<file path="src/rtl/lsc_pkg.sv">
// Shared types, funct3 encodings and small decode helpers for the
// load/store controller.
package lsc_pkg;

  typedef enum logic [1:0] {
    ST_IDLE = 2'd0,
    ST_REQ  = 2'd1,
    ST_DONE = 2'd2,
    ST_ERR  = 2'd3
  } lscState_t;

  localparam logic [2:0] F3_B  = 3'd0;
  localparam logic [2:0] F3_H  = 3'd1;
  localparam logic [2:0] F3_W  = 3'd2;
  localparam logic [2:0] F3_BU = 3'd4;
  localparam logic [2:0] F3_HU = 3'd5;

  // Stores only know B/H/W; loads add the two unsigned variants.
  function automatic logic isLegalF3(input logic isStore, input logic [2:0] funct3);
    if (isStore) return (funct3 == F3_B) || (funct3 == F3_H) || (funct3 == F3_W);
    return (funct3 == F3_B) || (funct3 == F3_H) || (funct3 == F3_W) ||
           (funct3 == F3_BU) || (funct3 == F3_HU);
  endfunction

  // Bits [1:0] of funct3 encode the access size for every legal code.
  function automatic logic isMisaligned(input logic [2:0] funct3, input logic [1:0] addrLo);
    case (funct3[1:0])
      2'd1:    return addrLo[0];
      2'd2:    return addrLo != 2'd0;
      default: return 1'b0;
    endcase
  endfunction

  function automatic logic [3:0] calcBe(input logic [2:0] funct3, input logic [1:0] addrLo);
    case (funct3[1:0])
      2'd0:    return 4'b0001 << addrLo;
      2'd1:    return addrLo[1] ? 4'b1100 : 4'b0011;
      default: return 4'b1111;
    endcase
  endfunction

  // Replicating the datum into every lane lets the byte enables pick the
  // right one without a shifter.
  function automatic logic [31:0] alignStore(input logic [2:0] funct3, input logic [31:0] wdata);
    case (funct3[1:0])
      2'd0:    return {4{wdata[7:0]}};
      2'd1:    return {2{wdata[15:0]}};
      default: return wdata;
    endcase
  endfunction

endpackage

</file>
<file path="src/rtl/load_store_controller_if.sv">
// Request-side and memory-side signals of the load/store controller.
interface load_store_controller_if;

  logic        lsc_start;
  logic        lsc_is_store;
  logic [2:0]  lsc_funct3;
  logic [31:0] lsc_addr;
  logic [31:0] lsc_wdata;
  logic        lsc_mem_req;
  logic        lsc_mem_we;
  logic [31:0] lsc_mem_addr;
  logic [3:0]  lsc_mem_be;
  logic [31:0] lsc_mem_wdata;
  logic [31:0] lsc_mem_rdata;
  logic        lsc_mem_ready;
  logic [31:0] lsc_load_data;
  logic        lsc_busy;
  logic        lsc_done;
  logic        lsc_err;

  // Controller side.
  modport slave (
    input  lsc_start, lsc_is_store, lsc_funct3, lsc_addr, lsc_wdata,
           lsc_mem_rdata, lsc_mem_ready,
    output lsc_mem_req, lsc_mem_we, lsc_mem_addr, lsc_mem_be, lsc_mem_wdata,
           lsc_load_data, lsc_busy, lsc_done, lsc_err
  );

  // Requester and memory model side.
  modport master (
    output lsc_start, lsc_is_store, lsc_funct3, lsc_addr, lsc_wdata,
           lsc_mem_rdata, lsc_mem_ready,
    input  lsc_mem_req, lsc_mem_we, lsc_mem_addr, lsc_mem_be, lsc_mem_wdata,
           lsc_load_data, lsc_busy, lsc_done, lsc_err
  );

endinterface

</file>
<file path="src/rtl/load_store_controller_align_extend.sv">
// Picks the addressed byte/half out of a read word and extends it to 32 bits.
module load_align_extend
  import lsc_pkg::*;
(
  input  logic [31:0] i_rdata,
  input  logic [1:0]  i_byteOff,
  input  logic [2:0]  i_funct3,
  output logic [31:0] o_loadData
);

  logic [31:0] w_shifted;
  logic [7:0]  w_byte;
  logic [15:0] w_half;

  assign w_shifted = i_rdata >> {i_byteOff, 3'b000};
  assign w_byte    = w_shifted[7:0];
  assign w_half    = i_byteOff[1] ? i_rdata[31:16] : i_rdata[15:0];

  // Extension is chosen purely from funct3; illegal codes never reach here.
  always_comb begin
    o_loadData = i_rdata;
    case (i_funct3)
      F3_B:    o_loadData = {{24{w_byte[7]}}, w_byte};
      F3_BU:   o_loadData = {24'd0, w_byte};
      F3_H:    o_loadData = {{16{w_half[15]}}, w_half};
      F3_HU:   o_loadData = {16'd0, w_half};
      default: o_loadData = i_rdata;
    endcase
  end

endmodule

</file>
<file path="src/rtl/load_store_controller.sv">
// Single-outstanding load/store controller: validates a request, drives one
// memory transaction with a bounded wait, and keeps the last load result.
module load_store_controller
  import lsc_pkg::*;
#(
  parameter int WAIT_LIMIT = 15
) (
  input logic lsc_clk,
  input logic lsc_rst,
  load_store_controller_if.slave bus
);

  localparam int CNT_W = (WAIT_LIMIT > 1) ? $clog2(WAIT_LIMIT) : 1;

  lscState_t          r_state;
  logic               r_isStore;
  logic [2:0]         r_funct3;
  logic [1:0]         r_addrLo;
  logic [CNT_W-1:0]   r_waitCnt;
  logic [31:0]        r_loadData;
  logic               r_memReq;
  logic               r_memWe;
  logic [31:0]        r_memAddr;
  logic [3:0]         r_memBe;
  logic [31:0]        r_memWdata;
  logic               r_busy;
  logic               r_done;
  logic               r_err;
  logic [31:0]        w_extended;

  load_align_extend u_align (
    .i_rdata    (bus.lsc_mem_rdata),
    .i_byteOff  (r_addrLo),
    .i_funct3   (r_funct3),
    .o_loadData (w_extended)
  );

  // FSM with all outputs registered; the bus fields are set once on entry to
  // REQ so they stay stable for the whole transaction.
  always_ff @(posedge lsc_clk or posedge lsc_rst) begin
    if (lsc_rst) begin
      r_state    <= ST_IDLE;
      r_isStore  <= 1'b0;
      r_funct3   <= 3'd0;
      r_addrLo   <= 2'd0;
      r_waitCnt  <= '0;
      r_loadData <= 32'd0;
      r_memReq   <= 1'b0;
      r_memWe    <= 1'b0;
      r_memAddr  <= 32'd0;
      r_memBe    <= 4'd0;
      r_memWdata <= 32'd0;
      r_busy     <= 1'b0;
      r_done     <= 1'b0;
      r_err      <= 1'b0;
    end else begin
      r_done <= 1'b0;
      r_err  <= 1'b0;
      case (r_state)
        ST_IDLE: begin
          if (bus.lsc_start) begin
            r_isStore <= bus.lsc_is_store;
            r_funct3  <= bus.lsc_funct3;
            r_addrLo  <= bus.lsc_addr[1:0];
            r_busy    <= 1'b1;
            if (!isLegalF3(bus.lsc_is_store, bus.lsc_funct3) ||
                isMisaligned(bus.lsc_funct3, bus.lsc_addr[1:0])) begin
              r_state <= ST_ERR;
              r_err   <= 1'b1;
            end else begin
              r_state    <= ST_REQ;
              r_waitCnt  <= '0;
              r_memReq   <= 1'b1;
              r_memWe    <= bus.lsc_is_store;
              r_memAddr  <= {bus.lsc_addr[31:2], 2'b00};
              r_memBe    <= calcBe(bus.lsc_funct3, bus.lsc_addr[1:0]);
              r_memWdata <= alignStore(bus.lsc_funct3, bus.lsc_wdata);
            end
          end
        end
        ST_REQ: begin
          if (bus.lsc_mem_ready || (r_waitCnt == CNT_W'(WAIT_LIMIT - 1))) begin
            r_memReq   <= 1'b0;
            r_memWe    <= 1'b0;
            r_memAddr  <= 32'd0;
            r_memBe    <= 4'd0;
            r_memWdata <= 32'd0;
            if (bus.lsc_mem_ready) begin
              if (!r_isStore) r_loadData <= w_extended;
              r_state <= ST_DONE;
              r_done  <= 1'b1;
            end else begin
              r_state <= ST_ERR;
              r_err   <= 1'b1;
            end
          end else begin
            r_waitCnt <= r_waitCnt + CNT_W'(1);
          end
        end
        default: begin
          r_state <= ST_IDLE;
          r_busy  <= 1'b0;
        end
      endcase
    end
  end

  assign bus.lsc_mem_req   = r_memReq;
  assign bus.lsc_mem_we    = r_memWe;
  assign bus.lsc_mem_addr  = r_memAddr;
  assign bus.lsc_mem_be    = r_memBe;
  assign bus.lsc_mem_wdata = r_memWdata;
  assign bus.lsc_load_data = r_loadData;
  assign bus.lsc_busy      = r_busy;
  assign bus.lsc_done      = r_done;
  assign bus.lsc_err       = r_err;

endmodule
</file>
<file path="src/flat_wrapper.sv">
// flat-port wrapper written by rule: the top's interface ports become plain ports
module load_store_controller_flat import lsc_pkg::*;
#(
  parameter int WAIT_LIMIT = 15
)
  (lsc_clk, lsc_rst, bus_lsc_start, bus_lsc_is_store, bus_lsc_funct3, bus_lsc_addr, bus_lsc_wdata, bus_lsc_mem_rdata, bus_lsc_mem_ready, bus_lsc_mem_req, bus_lsc_mem_we, bus_lsc_mem_addr, bus_lsc_mem_be, bus_lsc_mem_wdata, bus_lsc_load_data, bus_lsc_busy, bus_lsc_done, bus_lsc_err);
  load_store_controller_if bus_i ();
  input logic lsc_clk;
  input logic lsc_rst;
  input wire logic [$bits(bus_i.lsc_start)-1:0] bus_lsc_start;
  input wire logic [$bits(bus_i.lsc_is_store)-1:0] bus_lsc_is_store;
  input wire logic [$bits(bus_i.lsc_funct3)-1:0] bus_lsc_funct3;
  input wire logic [$bits(bus_i.lsc_addr)-1:0] bus_lsc_addr;
  input wire logic [$bits(bus_i.lsc_wdata)-1:0] bus_lsc_wdata;
  input wire logic [$bits(bus_i.lsc_mem_rdata)-1:0] bus_lsc_mem_rdata;
  input wire logic [$bits(bus_i.lsc_mem_ready)-1:0] bus_lsc_mem_ready;
  output wire logic [$bits(bus_i.lsc_mem_req)-1:0] bus_lsc_mem_req;
  output wire logic [$bits(bus_i.lsc_mem_we)-1:0] bus_lsc_mem_we;
  output wire logic [$bits(bus_i.lsc_mem_addr)-1:0] bus_lsc_mem_addr;
  output wire logic [$bits(bus_i.lsc_mem_be)-1:0] bus_lsc_mem_be;
  output wire logic [$bits(bus_i.lsc_mem_wdata)-1:0] bus_lsc_mem_wdata;
  output wire logic [$bits(bus_i.lsc_load_data)-1:0] bus_lsc_load_data;
  output wire logic [$bits(bus_i.lsc_busy)-1:0] bus_lsc_busy;
  output wire logic [$bits(bus_i.lsc_done)-1:0] bus_lsc_done;
  output wire logic [$bits(bus_i.lsc_err)-1:0] bus_lsc_err;
  assign bus_i.lsc_start = bus_lsc_start;
  assign bus_i.lsc_is_store = bus_lsc_is_store;
  assign bus_i.lsc_funct3 = bus_lsc_funct3;
  assign bus_i.lsc_addr = bus_lsc_addr;
  assign bus_i.lsc_wdata = bus_lsc_wdata;
  assign bus_i.lsc_mem_rdata = bus_lsc_mem_rdata;
  assign bus_i.lsc_mem_ready = bus_lsc_mem_ready;
  assign bus_lsc_mem_req = bus_i.lsc_mem_req;
  assign bus_lsc_mem_we = bus_i.lsc_mem_we;
  assign bus_lsc_mem_addr = bus_i.lsc_mem_addr;
  assign bus_lsc_mem_be = bus_i.lsc_mem_be;
  assign bus_lsc_mem_wdata = bus_i.lsc_mem_wdata;
  assign bus_lsc_load_data = bus_i.lsc_load_data;
  assign bus_lsc_busy = bus_i.lsc_busy;
  assign bus_lsc_done = bus_i.lsc_done;
  assign bus_lsc_err = bus_i.lsc_err;
  load_store_controller #(.WAIT_LIMIT(WAIT_LIMIT)) u_core (.lsc_clk(lsc_clk), .lsc_rst(lsc_rst), .bus(bus_i));
endmodule
</file>
<file path="config.mk">
export PLATFORM = sky130hd
export DESIGN_NAME = load_store_controller_flat
export DESIGN_NICKNAME = d
export VERILOG_FILES = /design/src/rtl/lsc_pkg.sv /design/src/rtl/load_store_controller_if.sv /design/src/rtl/load_store_controller_align_extend.sv /design/src/rtl/load_store_controller.sv /design/src/flat_wrapper.sv
export SDC_FILE = /design/constraint.sdc
export NUM_CORES = 1
export LEC_CHECK = 0
export ABC_AREA = 1
export CORE_MARGIN = 2
export CORE_UTILIZATION = 50
export DETAILED_ROUTE_END_ITERATION = 7
export GPL_ROUTABILITY_DRIVEN = 1
export GPL_TIMING_DRIVEN = 1
export PLACE_DENSITY = 0.95
export SETUP_SLACK_MARGIN = 0.3
export SLEW_MARGIN = 20
export SYNTH_ARGS = -nofsm -noshare
export SYNTH_HDL_FRONTEND = slang
export SYNTH_SLANG_ARGS = --single-unit
</file>
<file path="constraint.sdc">
create_clock -name lsc_clk -period 6.05 [get_ports lsc_clk]
set_input_delay 1.21 -clock lsc_clk [delete_from_list [all_inputs] [get_ports lsc_clk]]
set_output_delay 1.21 -clock lsc_clk [all_outputs]
set_load 0.005 [all_outputs]
</file>
; Yosys cells after proc, flatten, opt, wreduce, memory -nomap -nowiden
; Index checks and enable logic that the tools add are counted.
[classes]
addsub = 1
n_eq_ne = 15
shift = 2
muxes = 52
bitwise = 2
n_reduce_logical = 19
[op_table]
columns = operator, count
row1 = 32-bit case mux with 2 select lines, 3
row2 = 32-bit 2-to-1 mux, 5
row3 = 32-bit case mux with 4 select lines, 1
row4 = 32-bit by 5-bit >> shifter with 8-bit output, 1
row5 = 4-bit 2-to-1 mux, 7
row6 = 4-bit case mux with 2 select lines, 3
row7 = 1-bit 2-to-1 mux, 23
row8 = 16-bit 2-to-1 mux, 1
row9 = "3-bit equality test, second input constant", 4
row10 = 4-bit AND reduction, 3
row11 = 1-bit case mux with 2 select lines, 5
row12 = "3-bit by 1-bit equality test with 1-bit output, second input constant", 2
row13 = 3-bit zero test, 2
row14 = 1-bit logical OR, 6
row15 = 2-bit 2-to-1 mux, 3
row16 = "2-bit inequality test, second input constant", 3
row17 = 2-bit AND reduction, 3
row18 = "4-bit by 1-bit adder with 4-bit output, second input constant", 1
row19 = "2-bit by 1-bit equality test with 1-bit output, second input constant", 2
row20 = "4-bit equality test, second input constant", 1
row21 = 2-bit zero test, 2
row22 = 2-bit case mux with 2 select lines, 1
row23 = 2-bit nonzero test, 2
row24 = "1-bit by 2-bit left shift with 4-bit output, first input constant", 1
row25 = other kinds (5), 6
[word_totals]
regBits = 117
in_bits = 104
output_inout_bits = 105
word_cells = 105

; Longest topological paths before layout
[depth]
depth_word = 13
ltp_mapped = 13
mapped_depth_nobuf = 10

; Cells and area by module
; A second synthesis with hierarchy kept.
[hier_totals]
cells_unflattened = 915
area_unflattened_um2 = 6447.4
[by_module_without_submodules]
columns = module, n_inst, cells_per_inst, area_per_inst_um2, seq_area_each_um2
row1 = load_store_controller, 1, 746, 5575.3, 2877.8
row2 = load_align_extend, 1, 169, 872.1, 0.0

; Least setup slack after synthesis
; OpenSTA, ideal clock, no wires.
[synth_timing]
path_kind = in2reg
startpoint = input port bus_lsc_funct3[0]
endpoint = register u_core.r_memWdata[10] (netlist: u_core.bus.lsc_mem_wdata[10])
setup_time_ps = 117
t_arrival_ps = 2451
required_time_ps = 5933
slack_ps = 3482
stages = 11
path_buffers = 3
path_cell_list = inv_1 -> ha_1 -> buf_2 -> nor2_2 -> a21oi_1 -> nand2_1 -> nand2_1 -> buf_2 -> buf_2 -> nand3_1 -> nand2_1
[synth_via]
elab_chain_len = 12
word_cells_on_any_way = 27
cone_classes = eq/ne (7) / mux (11) / reduce/logical (9)
[synth_lines]
columns = item, line_no
row1 = start: declaration, flat_wrapper.sv:12  ; input wire logic [$bits(bus_i.lsc_funct3)-1:0] bus_lsc_funct3;
row2 = 3-bit by 1-bit equality test with 1-bit output or 3-bit zero test (tied branches), "lsc_pkg.sv:20, lsc_pkg.sv:21"
row3 = 1-bit logical OR (2 in series), "lsc_pkg.sv:20, lsc_pkg.sv:21"
row4 = 1-bit logical OR, lsc_pkg.sv:21  ; return (funct3 == F3_B) || (funct3 == F3_H) || (funct3 == F3_W) ||
row5 = 1-bit logical OR, lsc_pkg.sv:22  ; (funct3 == F3_BU) || (funct3 == F3_HU);
row6 = 1-bit 2-to-1 mux, lsc_pkg.sv:21
row7 = 1-bit 2-to-1 mux, load_store_controller.sv:61  ; if (bus.lsc_start) begin
row8 = 1-bit 2-to-1 mux, load_store_controller.sv:59  ; case (r_state)
row9 = 1-bit zero test, load_store_controller.sv:66  ; if (!isLegalF3(bus.lsc_is_store, bus.lsc_funct3) ||
row10 = 1-bit logical OR, load_store_controller.sv:66
row11 = 2-bit inequality test (no line), -
row12 = 4-bit AND reduction (no line), -
row13 = end signal: assignment, load_store_controller.sv:77  ; r_memWdata <= alignStore(bus.lsc_funct3, bus.lsc_wdata);
row14 = end: declaration, load_store_controller.sv:25  ; logic [31:0] r_memWdata;
; Parallel ways exist; a longest one is shown, timed or not. The select of a mux whose other input is x is not followed.
; A chain may end at the register's enable or synchronous reset.

; Worst setup path after layout
[layout_timing]
startpoint = input port bus_lsc_funct3[1]
endpoint = register u_core.r_memWdata[29] (netlist: u_core.bus.lsc_mem_wdata[29])
; Same word-level chain as after synthesis.

==> results.sh <==
export IMPL_vias_per_cell=5.08
export IMPL_post_cts_setup_buffers=0
export IMPL_die_height_um=117
export IMPL_cts_resized=0
export IMPL_skew_ps=11.3
export IMPL_hp_class="flop to flop"
export IMPL_grt_overflow=0
export IMPL_fp_dieW_um=117
export IMPL_wl_per_cell_um=14.6
export IMPL_placementRows=41
export IMPL_cpMaxStageDelayCell="nor2_2"
export IMPL_syn_to_final_growth_pct=41.9
export IMPL_dp_cells=1278
export IMPL_clockBufferDepth=2
export IMPL_peakVddDrop_uv=236
export IMPL_final_cell_mix="nand2_1 (363), clkdlybuf4s50_1 (206), inv_1 (127), dfrtp_1 (115), nand3_1 (105)"
export IMPL_worst_r2r_setup_slack_ps=2970
export IMPL_vias=6665
export IMPL_worstPathArrival_ps=4210
export IMPL_power_leakage_uw=0.00490
export IMPL_fin_crit_sh_pct=64.0
export IMPL_crit_family="simple AND/OR/NAND/NOR gates"
export IMPL_yosys_warnings=0
export IMPL_worst_path_buf_inv=3
export IMPL_firstDrtPassIters=5
export IMPL_setup_viol=0
export IMPL_cts_tree="done"
export IMPL_ys_types=26
export IMPL_drt_total_wl_um=19200
export IMPL_antenna_cells=0
export IMPL_syn_inst=948
export IMPL_crit_chain="clkdlybuf4s50_1, inv_1, ha_1, nor2_2, inv_1, nand3_1, nand2_1, nor2_1, nand3_1, nand2_1"
export IMPL_fillCellCount=954
export IMPL_antenna_found_initial=0
export IMPL_htree_levels=4
export IMPL_grt_max_degree=84
export IMPL_cts_sinks=115
export IMPL_clk_pin_slew_ps=60
export IMPL_relSlewSlack_pct=33.6
export IMPL_fin_crit_ps=3870
export IMPL_run_status="finished clean"
export IMPL_ant_nets=0
export IMPL_grt_pass1_vias=6445
export IMPL_hold_buffers=0
export IMPL_cts_made_buffers=17
export IMPL_cp_start_kind="input port"
export IMPL_yosysSeqAreaShare_pct=44.9
export IMPL_required_ps=6400
export IMPL_grt_pass1_wl_um=30800
export IMPL_cellPowerDensity_mw_per_mm2=490
export IMPL_post_route_util_pct=72.4
export IMPL_finalPower_uw=4460
export IMPL_dp_hpwl_um=13200
export IMPL_fp_coreArea_mm2=0.0126
export IMPL_tightest_slew_ps=995
export IMPL_crit_type="input port to flop"
export IMPL_fin_cells=1311
export IMPL_drive_above_1_share_pct=6.23
export IMPL_synthesis_area_mm2=0.00641
export IMPL_nets=1235
export IMPL_drcViolationCount=0
export IMPL_cts_root_buffer="clkbuf_16"
export IMPL_end_kind="flop"
export IMPL_clock_latency_ps=410
export IMPL_ios=209
export IMPL_path_max_fanout=26
export IMPL_hold_viol_final=0
export IMPL_layout_commonest_cell="nand2_1"
export IMPL_place_gp_congestion=0.921
export IMPL_synth_seq_cells=115
export IMPL_rsz0062_at_grt="no"
export IMPL_maxCapViolCount=0
export IMPL_grt_usage_pct=28.9
export IMPL_fin_tns_setup_ps=0
export IMPL_fp_dieArea_mm2=0.0138
export IMPL_slew_violations=0
export IMPL_cpPeakStageDelay_ps=820
export IMPL_fmax_ghz=0.258
export IMPL_syn_avg_cell_area_um2=6.77
export IMPL_numPortBuffers=206
export IMPL_initial_core_util_pct=51.0
export IMPL_drtIter0Drc=707
[tightest hold or removal path: cells and delay by family (launching register included)]
kind,cells,cell delay (ps)
DFF,1,340
and+or+nand+nor,2,90
[stage by stage]
step                hold slack, ps  setup WS, ps  cell area, um2
finish                         468          2180            9100
global route                   481          1910            9100
CTS                            471          2290            9090
detailed placement             458          1910            8480
global placement               454          1720            8480
floorplan                      444          1800            6420
[metal layers]
layer / vias to the layer above / part of all wire [%] / wire length, um / track usage (%)
met5: - / 0 / 0 / 0
met4: 0 / 3.5 / 677 / 13.5
met3: 56 / 9.7 / 1860 / 9.01
met2: 361 / 47 / 9000 / 46.7
met1: 3040 / 40 / 7630 / 35.5
li1: 3208 / - / - / -
[power by group]
part | internal (uW) | leakage (uW) | switching, uW
Sequential | 1110 | 0.00143 | 243
Clock | 651 | 0.000296 | 368
Combinational | 974 | 0.00317 | 1110
Total | 2740 | 0.00490 | 1720
[sequential cells by signal, indices dropped and copies added, names as in the netlist, 2 cells and up]
signal	cells
u_core.r_waitCnt	4
u_core.bus.lsc_mem_wdata	32
u_core.bus.lsc_mem_be	4
u_core.r_funct3	3
u_core.bus.lsc_load_data	32
u_core.r_addrLo	2
u_core.bus.lsc_mem_addr	30
u_core.r_state	2
[cell type report]
| type | count | area (um2) | area share [%] |
|---|---|---|---|
| clock inverters | 11 | 125 | 1.37 |
| clock buffers | 21 | 480 | 5.28 |
| repair buffers | 212 | 2110 | 23.2 |
| flip-flops and latches | 115 | 2880 | 31.6 |
| multi-input cells | 649 | 2800 | 30.7 |
| inverters | 131 | 497 | 5.46 |
| well taps | 172 | 215 | 2.36 |
[cell usage after synthesis]
cell | number | area share [%]
nand2_1 | 365 | 21
inv_1 | 128 | 7.5
dfrtp_1 | 115 | 45
nand3_1 | 105 | 8.2
nor2_1 | 87 | 5.1
or2_2 | 24 | 2.3
a21oi_1 | 22 | 1.7
clkbuf_1 | 22 | 1.3
o21ai_0 | 22 | 1.7
buf_2 | 20 | 1.6
nand4_1 | 7 | 0.68
buf_1 | 6 | 0.35
ha_1 | 5 | 0.98
buf_4 | 3 | 0.35
buf_6 | 3 | 0.53
inv_2 | 2 | 0.12
nor2_4 | 2 | 0.35
o211ai_1 | 2 | 0.23
a21boi_0 | 1 | 0.12
clkinv_1 | 1 | 0.058
conb_1 | 1 | 0.058
nand2_2 | 1 | 0.098
nand3b_1 | 1 | 0.12
nor2_2 | 1 | 0.098
o21bai_1 | 1 | 0.12
xnor2_1 | 1 | 0.14
[kinds of logic after synthesis]
| group | share of synthesized area (%) |
|---|---|
| compound gates | 3.90 |
| xor+xnor | 0.137 |
| fa+ha+maj | 0.975 |
| buf+inv | 11.7 |
| flops | 44.9 |
| other cells | 0.0585 |
| simple gates | 38.3 |
[path summary, 6_finish.rpt]
check,end,cells past startpoint,startpoint
max,u_core.bus.lsc_mem_wdata[29],10,bus_lsc_funct3[1]
min,u_core.bus.lsc_mem_addr[5],2,u_core.bus.lsc_mem_addr[5]
max reg2reg,u_core.bus.lsc_mem_wdata[28],7,u_core.r_state[1]
min reg2reg,u_core.bus.lsc_mem_addr[5],2,u_core.bus.lsc_mem_addr[5]
max in group asynchronous,u_core.r_waitCnt[3],3,lsc_rst
min in group asynchronous,u_core.bus.lsc_load_data[27],2,lsc_rst
(Power assumes the default switching activity.)
==> edit: new RTL, same settings <==
`WAIT_LIMIT` is set to 15 in 2 places; all go to 30.
--- a/src/rtl/load_store_controller.sv
+++ b/src/rtl/load_store_controller.sv
@@ -3,7 +3,7 @@
 module load_store_controller
   import lsc_pkg::*;
 #(
-  parameter int WAIT_LIMIT = 15
+  parameter int WAIT_LIMIT = 30
 ) (
   input logic lsc_clk,
   input logic lsc_rst,
--- a/src/flat_wrapper.sv
+++ b/src/flat_wrapper.sv
@@ -1,7 +1,7 @@
 // flat-port wrapper written by rule: the top's interface ports become plain ports
 module load_store_controller_flat import lsc_pkg::*;
 #(
-  parameter int WAIT_LIMIT = 15
+  parameter int WAIT_LIMIT = 30
 )
   (lsc_clk, lsc_rst, bus_lsc_start, bus_lsc_is_store, bus_lsc_funct3, bus_lsc_addr, bus_lsc_wdata, bus_lsc_mem_rdata, bus_lsc_mem_ready, bus_lsc_mem_req, bus_lsc_mem_we, bus_lsc_mem_addr, bus_lsc_mem_be, bus_lsc_mem_wdata, bus_lsc_load_data, bus_lsc_busy, bus_lsc_done, bus_lsc_err);
   load_store_controller_if bus_i ();
Behaviour: no difference found for any inputs over 4 cycles, from zero or initial values and one cycle with lsc_rst high; that may be too few to reach the edited logic, so the function may still have changed.
==> edit against the unedited design <==
  * Routed wire length up 3.4%
  * Critical endpoint is now u_core.bus.lsc_mem_addr[30]
  * Worst hold slack better by 0.0040 ns
  * Area after synthesis up 0.86%
  * Cell area up 0.30%
  * Largest cell class unchanged
  * Power up 0.29%
  * Critical path type unchanged
  * Setup slack better by 0.20 ns
  * Sequential cell count up 1
==> edit: results (changes against the unedited design) <==
----------------------------------------------------
[Place]
  Placed cell count ... 1292 (+1.1%)
  Half-perimeter wire length after placement ... 13300 um (+1.3%)
  RD Place Congestion ... 0.896 (-2.8%)
  Placement Cell Area ... 8570 um^2 (+0.96%)

[Timing]
  Slew at the pin closest to its max-slew limit ... 1.02 ns (+0.0277 ns)

[Setup path]
  Category of cells accounting for the largest share of critical-path delay ... buffers and inverters
  Register-to-register setup slack ... 3.23 ns (+0.26 ns)
  Worst stage delay on the critical path ... 0.56 ns (-0.26 ns)
  Worst Path Max Fanout ... 40 (+54%)
  Data arrival time of the worst path ... 4.02 ns (-0.19 ns)
  Standard cell with the maximum stage delay on the critical path ... sky130_fd_sc_hd__nand2_2

[Global routing]
  Wire length of the first global-routing pass ... 32300 um (+4.7%)
  Met2 track utilization from global routing ... 46.3% (-0.41 points)
  Total routing usage reported by global routing ... 29.2% (+0.28 points)
  Met1 layer usage reported by global route ... 35.3% (-0.25 points)
  Largest net degree at the start of global routing ... 77 (-8.3%)
  Vias in the first global route ... 6595 (+2.3%)
  Met3 routing resource usage after global routing ... 9.40% (+0.39 points)

[Synth]
  Synth cell types ... 30 (+15%)
  Avg Cell Area, Syn ... 6.75 um^2 (-0.30%)
  Post-synth top cells ... sky130_fd_sc_hd__nand2_1 (344), sky130_fd_sc_hd__inv_1 (137), sky130_fd_sc_hd__nand3_1 (122)
  Portion of the post-synthesis area used by sequential elements ... 44.9% (about the same)
  Leading cell types by total area after synthesis ... sky130_fd_sc_hd__dfrtp_1 (45%), sky130_fd_sc_hd__nand2_1 (20%), sky130_fd_sc_hd__nand3_1 (9.4%)

[Detailed routing]
  DRC marker count from the first detailed-route iteration ... 849 (+20%)
  Total vias in the final route ... 6800 (+2.0%)

[Status]
  Run status ... complete, no violations

[Power]
  Net switching share of the total power ... 39.1% (+0.49 points)
  Leakage power of the design ... 4.91 nW (+0.14%)
  Peak VDD IR ... 0.257 mV (+8.9%)

[Cells and area]
  Total Nets Final ... 1248 (+1.1%)
  Layout cells sized above 1 ... 5.39% (-0.84 points)
  Fill cell total of the finished layout ... 935 (-2.0%)

[CTS]
  Clock buffers created by TritonCTS ... 17 (unchanged)

----------------------------------------------------
## edit: cell count changes in the layout (fill, tap and decap cells not counted), moves of 2 or more
cell                       unedited run  this run
sky130_fd_sc_hd__nand3_1            105       122
sky130_fd_sc_hd__inv_6                3         0
sky130_fd_sc_hd__or2_2               24        16
sky130_fd_sc_hd__clkbuf_8             4         2
sky130_fd_sc_hd__nor2_1              87       107
sky130_fd_sc_hd__o21ai_0             22         8
sky130_fd_sc_hd__a21oi_1             22        24
sky130_fd_sc_hd__clkinv_2             3         5
sky130_fd_sc_hd__inv_1              127       136
sky130_fd_sc_hd__buf_4                5         7
sky130_fd_sc_hd__nand2_1            363       343
## edit: power by group through the flow
stage	clock [mW]	combinational (mW)	sequential (mW)
2_1_floorplan	0	1.17	1.34
3_3_place_gp	0	2.01	1.38
5_1_grt	1.02	2.33	1.43
4_1_cts	0.982	2.11	1.38
6_report	0.975	2.11	1.39
3_5_place_dp	0	2.08	1.38
## edit: metal layers
| metal | routed length (um) | up-vias |
|---|---|---|
| met4 | 957 | 0 |
| met3 | 2140 | 67 |
| met2 | 9220 | 392 |
| li1 | - | 3247 |
| met5 | 0 | - |
| met1 | 7500 | 3094 |
## edit: cell families (layout without fill, tap and decap cells)
family                   after synthesis  count (layout)  share of synthesized area [%]
XOR/XNOR                               1               1                          0.135
other                                  1               2                         0.0580
flip-flops                           116             116                           44.9
buffers and inverters                194             384                           12.1
adder cells (fa/ha/maj)                5               5                          0.967
AND/OR/NAND/NOR                      603             603                           38.6
AO/OA/AOI/OAI                         39              39                           3.27
## edit: area by class of cell
class	instances	area, um^2	area share [%]
multi-input cells	650	2790	30.6
flip-flops and latches	116	2900	31.8
clock inverters	10	109	1.19
inverters	140	528	5.78
repair buffers	214	2130	23.3
well taps	172	215	2.36
clock buffers	20	457	5.00
## edit: stage by stage
stage               hold slack, ns  util (%)  worst slack, ns  total power [mW]
global placement             0.453      67.8             2.12              3.39
detailed placement           0.459      67.9             2.02              3.46
global route                 0.495      72.4             2.17              4.78
floorplan                    0.465         -             1.77              2.51
finish                       0.472      72.4             2.38              4.48
CTS                          0.472      72.4             2.45              4.47
## edit: worst paths after layout
path / startpoint / endpoint / cells past startpoint
min in group asynchronous: lsc_rst / u_core.bus.lsc_load_data[16] / 2
min reg2reg: u_core.bus.lsc_mem_addr[27] / u_core.bus.lsc_mem_addr[27] / 2
max: bus_lsc_funct3[0] / u_core.bus.lsc_mem_addr[30] / 12
max in group asynchronous: lsc_rst / u_core.bus.lsc_mem_addr[9] / 3
max reg2reg: u_core.r_state[1] / u_core.bus.lsc_mem_addr[30] / 9
min: u_core.bus.lsc_mem_addr[27] / u_core.bus.lsc_mem_addr[27] / 2
